### src/rtl/rcas_pipe_nb.sv
// Pipelined ripple-carry adder/subtractor: one CHUNK-bit ripple slice per register stage,
// valid/ready on both sides, global stall when the output register is full and not taken.
module rcas_pipe_nb #(
  parameter int WIDTH = 16,
  parameter int CHUNK = 4
) (
  input  logic             clk,
  input  logic             rst_n,
  input  logic             in_valid,
  output logic             in_ready,
  input  logic [WIDTH-1:0] a,
  input  logic [WIDTH-1:0] b,
  input  logic             mode,
  output logic             out_valid,
  input  logic             out_ready,
  output logic [WIDTH-1:0] res,
  output logic             cout,
  output logic             ovf,
  output logic             zero
);

  localparam int STAGES = WIDTH / CHUNK;

  if (CHUNK < 1 || WIDTH < CHUNK || (WIDTH % CHUNK) != 0) begin : g_bad_params
    $error("rcas_pipe_nb: WIDTH must be a non-zero multiple of CHUNK");
  end

  function automatic logic [CHUNK:0] slice_add(input logic [CHUNK-1:0] x,
                                               input logic [CHUNK-1:0] y,
                                               input logic             ci);
    return {1'b0, x} + {1'b0, y} + {{CHUNK{1'b0}}, ci};
  endfunction

  logic             stall;
  logic [WIDTH-1:0] bx;

  assign stall    = out_valid && !out_ready;
  assign in_ready = !stall;
  assign bx       = b ^ {WIDTH{mode}};

  // Inner stages 0..STAGES-2: each resolves its lowest pending slice and forwards only
  // the operand bits still to be added, so the skew registers shrink stage by stage.
  for (genvar k = 0; k < STAGES - 1; k++) begin : g_st
    localparam int RW = (k + 1) * CHUNK;
    localparam int OW = WIDTH - RW;

    logic [OW+CHUNK-1:0] ai;
    logic [OW+CHUNK-1:0] bi;
    logic                ci;
    logic                vi;
    logic [CHUNK:0]      s;
    logic [RW-1:0]       rn;

    logic                vld_p;
    logic [OW-1:0]       a_p;
    logic [OW-1:0]       b_p;
    logic [RW-1:0]       r_p;
    logic                cy_p;

    assign s = slice_add(ai[CHUNK-1:0], bi[CHUNK-1:0], ci);

    if (k == 0) begin : g_src
      assign ai = a;
      assign bi = bx;
      assign ci = mode;
      assign vi = in_valid;
      assign rn = s[CHUNK-1:0];
    end else begin : g_chain
      assign ai = g_st[k-1].a_p;
      assign bi = g_st[k-1].b_p;
      assign ci = g_st[k-1].cy_p;
      assign vi = g_st[k-1].vld_p;
      assign rn = {s[CHUNK-1:0], g_st[k-1].r_p};
    end

    always_ff @(posedge clk or negedge rst_n) begin
      if (!rst_n) begin
        vld_p <= 1'b0;
      end else if (!stall) begin
        vld_p <= vi;
      end
    end

    always_ff @(posedge clk) begin
      if (!stall) begin
        a_p  <= ai[OW+CHUNK-1:CHUNK];
        b_p  <= bi[OW+CHUNK-1:CHUNK];
        r_p  <= rn;
        cy_p <= s[CHUNK];
      end
    end
  end

  // Final stage: top slice plus flags, registered straight into the output port registers.
  logic [CHUNK-1:0] la;
  logic [CHUNK-1:0] lb;
  logic             lc;
  logic             lv;
  logic [CHUNK:0]   sl;
  logic [WIDTH-1:0] rfin;
  logic             c_msb_in;

  if (STAGES == 1) begin : g_last_src
    assign la   = a;
    assign lb   = bx;
    assign lc   = mode;
    assign lv   = in_valid;
    assign rfin = sl[CHUNK-1:0];
  end else begin : g_last_chain
    assign la   = g_st[STAGES-2].a_p;
    assign lb   = g_st[STAGES-2].b_p;
    assign lc   = g_st[STAGES-2].cy_p;
    assign lv   = g_st[STAGES-2].vld_p;
    assign rfin = {sl[CHUNK-1:0], g_st[STAGES-2].r_p};
  end

  assign sl       = slice_add(la, lb, lc);
  // Carry into the MSB recovered from the MSB sum bit: s = a ^ b ^ cin.
  assign c_msb_in = la[CHUNK-1] ^ lb[CHUNK-1] ^ sl[CHUNK-1];

  always_ff @(posedge clk or negedge rst_n) begin
    if (!rst_n) begin
      out_valid <= 1'b0;
      res       <= '0;
      cout      <= 1'b0;
      ovf       <= 1'b0;
      zero      <= 1'b0;
    end else if (!stall) begin
      out_valid <= lv;
      res       <= rfin;
      cout      <= sl[CHUNK];
      ovf       <= c_msb_in ^ sl[CHUNK];
      zero      <= ~|rfin;
    end
  end

endmodule
### config.mk
export PLATFORM = sky130hd
export DESIGN_NAME = rcas_pipe_nb
export DESIGN_NICKNAME = d
export VERILOG_FILES = /design/src/rtl/rcas_pipe_nb.sv
export SDC_FILE = /design/constraint.sdc
export NUM_CORES = 1
export LEC_CHECK = 0
export ABC_AREA = 1
export CORE_MARGIN = 3
export CORE_UTILIZATION = 57
export DETAILED_ROUTE_END_ITERATION = 6
export PLACE_DENSITY = 0.83
export SLEW_MARGIN = 25
export SYNTH_ARGS = -nofsm -noshare
export SYNTH_HDL_FRONTEND = slang
export SYNTH_SLANG_ARGS = --single-unit
### constraint.sdc
create_clock -name clk -period 4.7 [get_ports clk]
set_clock_uncertainty 0.2 [all_clocks]
set_input_delay 0.94 -clock clk [delete_from_list [all_inputs] [get_ports clk]]
set_output_delay 0.94 -clock clk [all_outputs]
set_load 0.01 [all_outputs]
[Word level (Yosys, flattened, before mapping)]
Cells that the tools add are included.
Word-level totals
  flip-flop bits (word level): 98
  input port bits: 37
  output and inout bits: 21
  word-level logic and storage cells: 37
Operators by class
  add/subtract/negate cells: 8
  bitwise gates (word level): 4
  reductions and logical operators: 5
Operators by type and width (count)
  $add A4 B4 Y5: 4
  $add A5 B1 Y5: 4
  $reduce_or A16 Y1: 1
  $xor A16 B16 Y16: 1
  $logic_not A1 Y1: 3
  $xor A1 B1 Y1: 3
  $logic_and A1 B1 Y1: 1

[Logic depth before layout (Yosys ltp)]
Gate-level depths: netlist (run 1).
  depth after elaboration: 4
  mapped depth: 8
  mapped depth without buffers: 8

[Worst setup path before layout (run 1)]
OpenSTA, ideal clock, no wires.
  path kind: in2out
  start: in out_ready
  end: out in_ready
  arrival time: 2120 ps
  required time: 3560 ps
  setup slack: 1440 ps
  stages on the path: 3
  path buffers: 1
  cells stage by stage: inv_1 > nand2_2 > buf_2
On the way
  longest elaborated chain between the ends: 3
RTL lines
  start, declared: RTL line 15  | input logic out_ready,
  $logic_not A1 Y1: RTL line 37  | assign stall = out_valid && !out_ready;
  $logic_and A1 B1 Y1: RTL line 37
  $logic_not A1 Y1
  end, declared: RTL line 10  | output logic in_ready,
No other way between the ends.

[Worst setup path in the final report (run 1)]
Same ends and word-level chain as after synthesis.

==> impl_metrics.json, run 1 <==
{
  "status": "completed",
  "crit_top_cell": "clkdlybuf4s50_1",
  "layout-drive-gt1-share_pct": 6.51,
  "worstSetupEndpointType": "primary output",
  "path_clk_slew_ns": 0.09,
  "power_mw": 2.86,
  "max_cap_viol_count": 0,
  "crit_chain": "clkdlybuf4s50_1 -> inv_1 -> nand2_4 -> clkdlybuf4s50_1",
  "coreArea_um2": 6460,
  "cts_sinks": 98,
  "layout.nets": 389,
  "yosys-top-cells-area": "edfxtp_1 58%, dfrtp_1 15%, nand2_1 6.7%, xor2_1 4.5%, ha_1 3.9%",
  "synth-seq-cells": 98,
  "synth_edf_count": 75,
  "yosys_warnings": 0,
  "cts-root-buf": "clkbuf_8",
  "required_ns": 3.56,
  "r2r_start": "out_valid",
  "slew_viol_final": 0,
  "synthMuxAreaShare_pct": 0,
  "place_inst": 399,
  "synth_flop_cell": "edfxtp_1",
  "clk_latency_ns": 0.36,
  "diodes": 0,
  "grtUsageTotal_pct": 15.9,
  "cpMaxStageDelayCell": "clkdlybuf4s50_1",
  "syn2layout_area_growth_pct": 21.9,
  "leakagePower_nw": 1.95,
  "cts_max_level": 3,
  "grt_pass1_vias": 2033,
  "rows": 29,
  "antenna_found_initial": 0,
  "async_flop_share_pct": 23.5,
  "cts_tree": "yes",
  "dr.first_iter.drc_count": 120,
  "synth.most_common_cell": "edfxtp_1",
  "rsz0062_at_grt": "false",
  "stdcell_count": 415,
  "start_util_pct": 60.2,
  "setup_slack_ns": 1.17,
  "die_h_um": 88.6,
  "gp_congestion": 0.804,
  "synth_xor_area_share_pct": 4.73,
  "maxClockFrequency_ghz": 0.283,
  "syn-num-nets": 326,
  "die_w_um": 88.6,
  "ir_drop_uv": 286,
  "first_pass_iters": 4,
  "cp-startpoint": "out_ready",
  "ys_types": 24,
  "p_per_area_nw_per_um2": 603,
  "synth.avg_cell_area_um2": 14.4,
  "synth_top_family_by_area": "simple AND/OR/NAND/NOR gates",
  "fin_tns_setup_ns": 0,
  "synth_top_area_share_pct": 58.0,
  "vias_per_cell": 5.00,
  "final_hold_viol_count": 0,
  "synth_compound_area_share_pct": 2.96,
  "max_slew_margin_pct": 43.8,
  "clk_path_buf_depth": 2,
  "cts-hold-fix-buffers": 0,
  "grt_pass1_wl_mm": 9.19,
  "io_pins": 58,
  "place_hpwl_mm": 3.77,
  "cp_max_fo": 32,
  "setup_viol": 0,
  "critical-path-max-stage-delay_ns": 0.62,
  "fin_crit_ns": 3.53,
  "tightestPinTransition_ns": 0.840,
  "routed_wl_mm": 5.49,
  "synth_simple_gate_area_share_pct": 9.24,
  "port-buffer-count": 57,
  "post-cts-setup-buffers": 0,
  "seq_area_frac_synth_pct": 72.8,
  "min_from": "g_st[1].r_p[2]",
  "place_worst_setup_slack_ns": 1.15,
  "synthTopCellsByCount": "75 x edfxtp_1, 69 x nand2_1, 23 x dfrtp_1, 20 x xor2_1, 15 x inv_1",
  "cp.arrival_ns": 2.39,
  "drtAntennaViolNets": 0,
  "final_core_util_pct": 73.3,
  "drc_errors": 0,
  "finalCritPeriodShare_pct": 75.2,
  "cts_resized": 0,
  "yosys.area_share.adder_pct": 7.47,
  "grt_max_degree": 70,
  "synthCells": 270,
  "wire_per_inst_um": 13.2,
  "crit_type": "in2out",
  "die_area_um2": 7840,
  "vias": 2076,
  "synth_area_leader_cell": "edfxtp_1",
  "overflow": 0,
  "hold_class": "reg2reg",
  "syn_area_um2": 3880,
  "cts_buffers": 9,
  "cp-start-kind": "input port"
}
-- worst max-delay path, delay by kind of cell --
family / cells / cell delay [ns]
buffers and inverters: 3 / 1.14
AND/OR/NAND/NOR: 1 / 0.31
-- per-stage QoR --
step                      area [µm²]  hold WS [ns]
after CTS                       4740         0.218
after global placement          4520         0.200
after global routing            4730         0.225
after detailed placement        4520         0.205
final                           4730         0.218
after floorplan                 3880         0.200
-- cell usage in the layout (no fill, tap or decap), drive strengths merged, types with 7 or more instances in the layout --
| cell type | synthesis | routed |
|---|---|---|
| nand3 | 9 | 9 |
| ha | 12 | 12 |
| o21ai | 8 | 8 |
| inv | 17 | 18 |
| fa | 7 | 7 |
| xor2 | 20 | 20 |
| clkbuf | 0 | 10 |
| edfxtp | 75 | 75 |
| dfrtp | 23 | 23 |
| nor2 | 10 | 10 |
| nand2 | 70 | 70 |
| a21oi | 7 | 7 |
| clkdlybuf4s50 | 0 | 56 |
-- power by group --
group	switching (mW)	leakage, nW	internal, mW
Combinational	0.434	0.807	0.367
Sequential	0.134	1.04	1.34
Clock	0.276	0.107	0.302
-- path summary, 6_finish.rpt --
| check | to | slack, ns | cells past startpoint |
|---|---|---|---|
| worst max-delay path | in_ready | 1.17 | 4 |
| worst min-delay path | g_st[2].r_p[2] | 0.22 | 0 |
| worst max register to register | ovf | 2.27 | 6 |
| worst min register to register | g_st[2].r_p[2] | 0.22 | 0 |
| max in group asynchronous | res[6] | 3.61 | 1 |
| min in group asynchronous | ovf | 0.34 | 1 |
-- kinds of logic (layout without fill, tap and decap cells) --
kind of cell	after synthesis	count (layout)
XOR/XNOR	21	21
AO/OA/AOI/OAI	19	19
buffers and inverters	23	91
flip-flops	98	98
adder cells (fa/ha/maj)	19	19
AND/OR/NAND/NOR	90	90
-- per-layer routing --
| layer | part of all wire, % | track usage [%] | routed length, µm | up-vias |
|---|---|---|---|---|
| met5 | 0 | 0 | 0 | - |
| met4 | 1.8 | 7.28 | 101 | 0 |
| met3 | 5.5 | 4.47 | 299 | 10 |
| met2 | 49 | 26.1 | 2700 | 64 |
| met1 | 44 | 19.7 | 2390 | 957 |
| li1 | - | - | - | 1045 |
-- layout make-up --
| type | instances | area, µm² |
|---|---|---|
| clock buffer | 10 | 128 |
| clock inverter | 6 | 90.1 |
| fill | 431 | 1720 |
| inverter | 17 | 66.3 |
| multi-input combinational | 149 | 953 |
| sequential | 98 | 2830 |
| tap | 77 | 96.3 |
| timing repair buffer | 58 | 573 |
-- state kept, by name, indices dropped and copies added (netlist names) --
signal,cells
g_st.a_p,24
g_st.b_p,24
g_st.r_p,24
res,16
g_st.cy_p,3
g_st.vld_p,3
cout,1
out_valid,1
ovf,1
zero,1
Power figures use the tool's default switching activity.
==> run 2: changes to the inputs <==
CORE_UTILIZATION = 48   (was 57)
PLACE_DENSITY = 0.75   (was 0.83)
clock period = 3.2 ns   (was 4.7 ns; I/O delays follow)
==> impl_metrics.json, run 2 (same netlist as run 1, synthesis figures left out) <==
{
  "status": "completed",
  "worstSetupEndpointType": "primary output",
  "wl_met3_um": 257,
  "cp-startpoint": "out_ready",
  "cts_resized": 0,
  "p_per_area_nw_per_um2": 859,
  "grt_max_degree": 100,
  "dr.max_layer_used": "met4",
  "fin_tns_setup_ns": 0,
  "cpMaxStageDelayCell": "clkdlybuf4s50_1",
  "start_util_pct": 49.8,
  "place_inst": 426,
  "cp_max_fo": 2,
  "vias": 2035,
  "drtAntennaViolNets": 0,
  "path_clk_slew_ns": 0.09,
  "grtUsageTotal_pct": 13.1,
  "placed_area_um2": 4580,
  "antenna_found_initial": 0,
  "io_pins": 58,
  "cp.depth": 4,
  "tightestPinTransition_ns": 0.485,
  "finalCritPeriodShare_pct": 81.9,
  "reg.largest.list": "g_st.a_p x24, g_st.b_p x24, g_st.r_p x24",
  "die_h_um": 96.0,
  "crit_path_end": "in_ready",
  "cp-start-kind": "input port",
  "clk_latency_ns": 0.35,
  "path_buf_inv": 3,
  "power_mw": 4.10,
  "wl_met2_mm": 2.60,
  "crit_type": "in2out",
  "min_from": "g_st[0].b_p[9]",
  "dr.first_iter.drc_count": 98,
  "required_ns": 2.36,
  "final_core_util_pct": 61.1,
  "stdcell_count": 442,
  "cts_buffers": 9,
  "cts-hold-fix-buffers": 0,
  "layout-drive-gt1-share_pct": 6.76,
  "final_cell_area_um2": 4770,
  "maxClockFrequency_ghz": 0.381,
  "place_hpwl_mm": 3.80,
  "cp.arrival_ns": 1.78,
  "reg2reg_to": "ovf",
  "leakagePower_nw": 1.96,
  "layout_commonest_cell": "edfxtp_1",
  "port-buffer-count": 57,
  "diodes": 0,
  "rows": 32,
  "rsz0062_at_grt": "false",
  "crit_top_cell": "clkdlybuf4s50_1",
  "post-cts-setup-buffers": 0,
  "gp_congestion": 0.784,
  "cts_max_level": 3,
  "place_worst_setup_slack_ns": 0.450,
  "fin_crit_ns": 2.62,
  "slew_viol_final": 0,
  "overflow": 0,
  "die_w_um": 96.0,
  "grt_pass1_wl_mm": 9.04,
  "worstRegToRegCells": 8,
  "drt-met1-wl_mm": 2.44,
  "r2r_setup_slack_ns": 1.05,
  "crit_chain": "clkdlybuf4s50_1 -> inv_1 -> nand2_4 -> clkdlybuf4s50_1",
  "coreArea_um2": 7810,
  "final_hold_viol_count": 0,
  "max_cap_viol_count": 0,
  "mostFrequentLayoutCells": "75 x edfxtp_1, 69 x nand2_1, 57 x clkdlybuf4s50_1",
  "vias_per_cell": 4.60,
  "drc_errors": 0,
  "cts-root-buf": "clkbuf_8",
  "routed_wl_mm": 5.42,
  "r2r_start": "g_st[2].a_p[0]",
  "path_delay_family": "buffers and inverters",
  "hold_class": "reg2reg",
  "max_slew_margin_pct": 67.6,
  "wire_per_inst_um": 12.3,
  "die_area_um2": 9210,
  "hold_slack_ns": 0.222,
  "grt_pass1_vias": 2018,
  "first_pass_iters": 4,
  "setup_viol": 0,
  "setup_slack_ns": 0.579,
  "cts_tree": "yes",
  "critical-path-max-stage-delay_ns": 0.54,
  "clk_path_buf_depth": 2,
  "layout.nets": 391,
  "ir_drop_uv": 302,
  "syn2layout_area_growth_pct": 22.9,
  "cts_sinks": 98
}
## run 2: changes by cell type in the layout (fill, tap and decap cells not counted), sizes merged
cell | before | now
buf | 2 | 3
bufinv | 2 | 1
clkdlybuf4s50 | 56 | 57
clkinv | 2 | 3
## run 2: worst min path at each step
stage                           to  slack [ns]  cells after the start
floorplan                     cout        0.14                      0
global placement    g_st[1].a_p[6]        0.20                      0
detailed placement  g_st[1].b_p[4]        0.20                      0
CTS                 g_st[1].b_p[4]        0.22                      0
global route        g_st[1].b_p[7]        0.23                      0
finish              g_st[1].b_p[5]        0.22                      0
## run 2: layout make-up
cell class                      count  area, µm²
Clock buffer                       10        128
Clock inverter                      6       65.1
Fill cell                         616       3030
Inverter                           17       66.3
Multi-Input combinational cell    149        953
Sequential cell                    98       2830
Tap cell                          102        128
Timing Repair Buffer               60        606
## run 2: power breakdown
| part | internal (mW) | leakage (nW) | total, mW | switching (mW) |
|---|---|---|---|---|
| combinational | 0.547 | 0.822 | 1.18 | 0.637 |
| sequential | 1.97 | 1.04 | 2.16 | 0.188 |
| clock | 0.363 | 0.0966 | 0.757 | 0.394 |
| total | 2.88 | 1.96 | 4.10 | 1.22 |
## run 2: metal layers
metal | GRT usage [%] | up-vias
li1 | - | 1048
met1 | 17.0 | 914
met2 | 20.8 | 60
met3 | 2.89 | 13
met4 | 6.75 | 0
met5 | 0 | -
## run 2: worst register-to-register path, delay by kind of cell, from the launching register on
family	cells	cell delay (ns)
AND/OR/NAND/NOR	5	0.45
AO/OA/AOI/OAI	1	0.06
flip-flops	1	0.42
adder cells (fa/ha/maj)	2	0.92
==> run 3: changes to the inputs <==
CORE_UTILIZATION = 53   (was 48)
PLACE_DENSITY = 0.78   (was 0.75)
clock period = 2.5 ns   (was 3.2 ns; I/O delays follow)
==> impl_metrics.json, run 3 (same netlist as run 1, synthesis figures left out) <==
{
  "cpMaxStageDelayCell": "clkdlybuf4s50_1",
  "status": "completed",
  "hold_end": "g_st[2].b_p[1]",
  "path_delay_family": "buffers and inverters",
  "finalCritPeriodShare_pct": 93.4,
  "vias": 2063,
  "grt_pass1_wl_mm": 9.00,
  "cp-start-kind": "input port",
  "place_inst": 424,
  "drtAntennaViolNets": 0,
  "reg2reg_to": "zero",
  "io_pins": 58,
  "grt_max_degree": 79,
  "maxClockFrequency_ghz": 0.428,
  "die_h_um": 91.6,
  "die_area_um2": 8390,
  "routed_wl_mm": 5.30,
  "cts-hold-fix-buffers": 0,
  "drc_errors": 0,
  "crit_type": "in2out",
  "clk_path_buf_depth": 2,
  "tightestPinTransition_ns": 0.357,
  "cp_max_fo": 2,
  "cts_max_level": 3,
  "cts-root-buf": "clkbuf_8",
  "layout-drive-gt1-share_pct": 7.56,
  "max_slew_margin_pct": 76.2,
  "fin_tns_setup_ns": 0,
  "layout.nets": 395,
  "dr.first_iter.drc_count": 107,
  "first_pass_iters": 4,
  "required_ns": 1.80,
  "path_buf_inv": 3,
  "rsz0062_at_grt": "false",
  "r2r_start": "g_st[2].a_p[0]",
  "cts_tree": "yes",
  "layout_commonest_cell": "edfxtp_1",
  "worstSetupEndpointType": "primary output",
  "crit_top_cell": "clkdlybuf4s50_1",
  "antenna_found_initial": 0,
  "rows": 30,
  "place_hpwl_mm": 3.92,
  "leakagePower_nw": 1.96,
  "clk_latency_ns": 0.33,
  "min_from": "g_st[1].b_p[5]",
  "cts_buffers": 9,
  "hold_class": "reg2reg",
  "wire_per_inst_um": 12.0,
  "r2r_setup_slack_ns": 0.35,
  "max_cap_viol_count": 0,
  "overflow": 0,
  "cts_resized": 0,
  "grtUsageTotal_pct": 13.7,
  "cp.arrival_ns": 1.63,
  "fin_crit_ns": 2.33,
  "syn2layout_area_growth_pct": 22.6,
  "vias_per_cell": 4.69,
  "critical-path-max-stage-delay_ns": 0.54,
  "reg.largest.list": "g_st.a_p x24, g_st.b_p x24, g_st.r_p x24",
  "stdcell_count": 440,
  "port-buffer-count": 57,
  "crit_chain": "clkdlybuf4s50_1 -> inv_1 -> nand2_4 -> clkdlybuf4s50_1",
  "worstRegToRegCells": 7,
  "min_path_cells": 0,
  "post-cts-setup-buffers": 0,
  "start_util_pct": 55.9,
  "cts_sinks": 98,
  "diodes": 0,
  "slew_viol_final": 0,
  "final_hold_viol_count": 0,
  "gp_congestion": 0.770,
  "mostFrequentLayoutCells": "75 x edfxtp_1, 69 x nand2_1, 57 x clkdlybuf4s50_1",
  "p_per_area_nw_per_um2": 1080,
  "ir_drop_uv": 381,
  "die_w_um": 91.6,
  "coreArea_um2": 6940,
  "path_clk_slew_ns": 0.09,
  "setup_viol": 0,
  "grt_pass1_vias": 2008
}
==> run 3: changes by cell type in the layout (fill, tap and decap cells not counted) <==
cell        before  now
clkinvlp_4       1    2
clkinv_1         0    1
buf_4            2    6
inv_6            1    0
clkinv_4         1    0
bufinv_16        1    0
clkinv_2         2    3
==> run 3: worst max-delay path by stage <==
| stage | endpoint | slack (ns) | start | cells after the start |
|---|---|---|---|---|
| after floorplan | in_ready | 0.12 | out_ready | 3 |
| after global placement | g_st[0].cy_p | 0.13 | mode | 7 |
| after detailed placement | g_st[0].cy_p | 0.07 | mode | 7 |
| after CTS | in_ready | 0.16 | out_ready | 4 |
| after global routing | in_ready | 0.13 | out_ready | 4 |
| final | in_ready | 0.17 | out_ready | 4 |
==> run 3: where the power goes <==
part / leakage [nW] / switching, mW / internal (mW)
sequential: 1.04 / 0.247 / 2.52
combinational: 0.842 / 0.810 / 0.721
clock: 0.0795 / 0.478 / 0.353
==> run 3: final cells by class <==
type                            count  area (µm²)
Clock buffer                       10         128
Clock inverter                      6        33.8
Fill cell                         495        2180
Inverter                           17        66.3
Multi-Input combinational cell    149         953
Sequential cell                    98        2830
Tap cell                           96         120
Timing Repair Buffer               64         636
==> run 3: per-stage QoR <==
step                instance area (µm²)  hold slack [ns]  setup WS, ns  utilization [%]  power (mW)
CTS                                4760            0.217         0.158             68.6        5.20
global placement                   4600            0.201         0.128             66.3        4.27
floorplan                          3880          0.00441         0.120                -        3.67
global route                       4760            0.221         0.127             68.6        5.51
detailed placement                 4600            0.205        0.0716             66.3        4.37
finish                             4760            0.211         0.166             68.6        5.13
==> run 3: per-layer routing <==
layer	share of wire [%]	routed length [µm]	vias up	GRT usage [%]
met1	44	2330	942	16.8
met2	49	2590	66	22.8
met3	5.6	297	6	3.53
met4	1.4	72	0	6.53
li1	-	-	1049	-
met5	0	0	-	0
==> run 3: worst register-to-register path, delay by kind of cell (launching register included) <==
kind                     cells  cell delay, ns
adder cells (fa/ha/maj)      2            0.96
buffers and inverters        1            0.11
AND/OR/NAND/NOR              3            0.28
AO/OA/AOI/OAI                1            0.11
flip-flops                   1            0.43
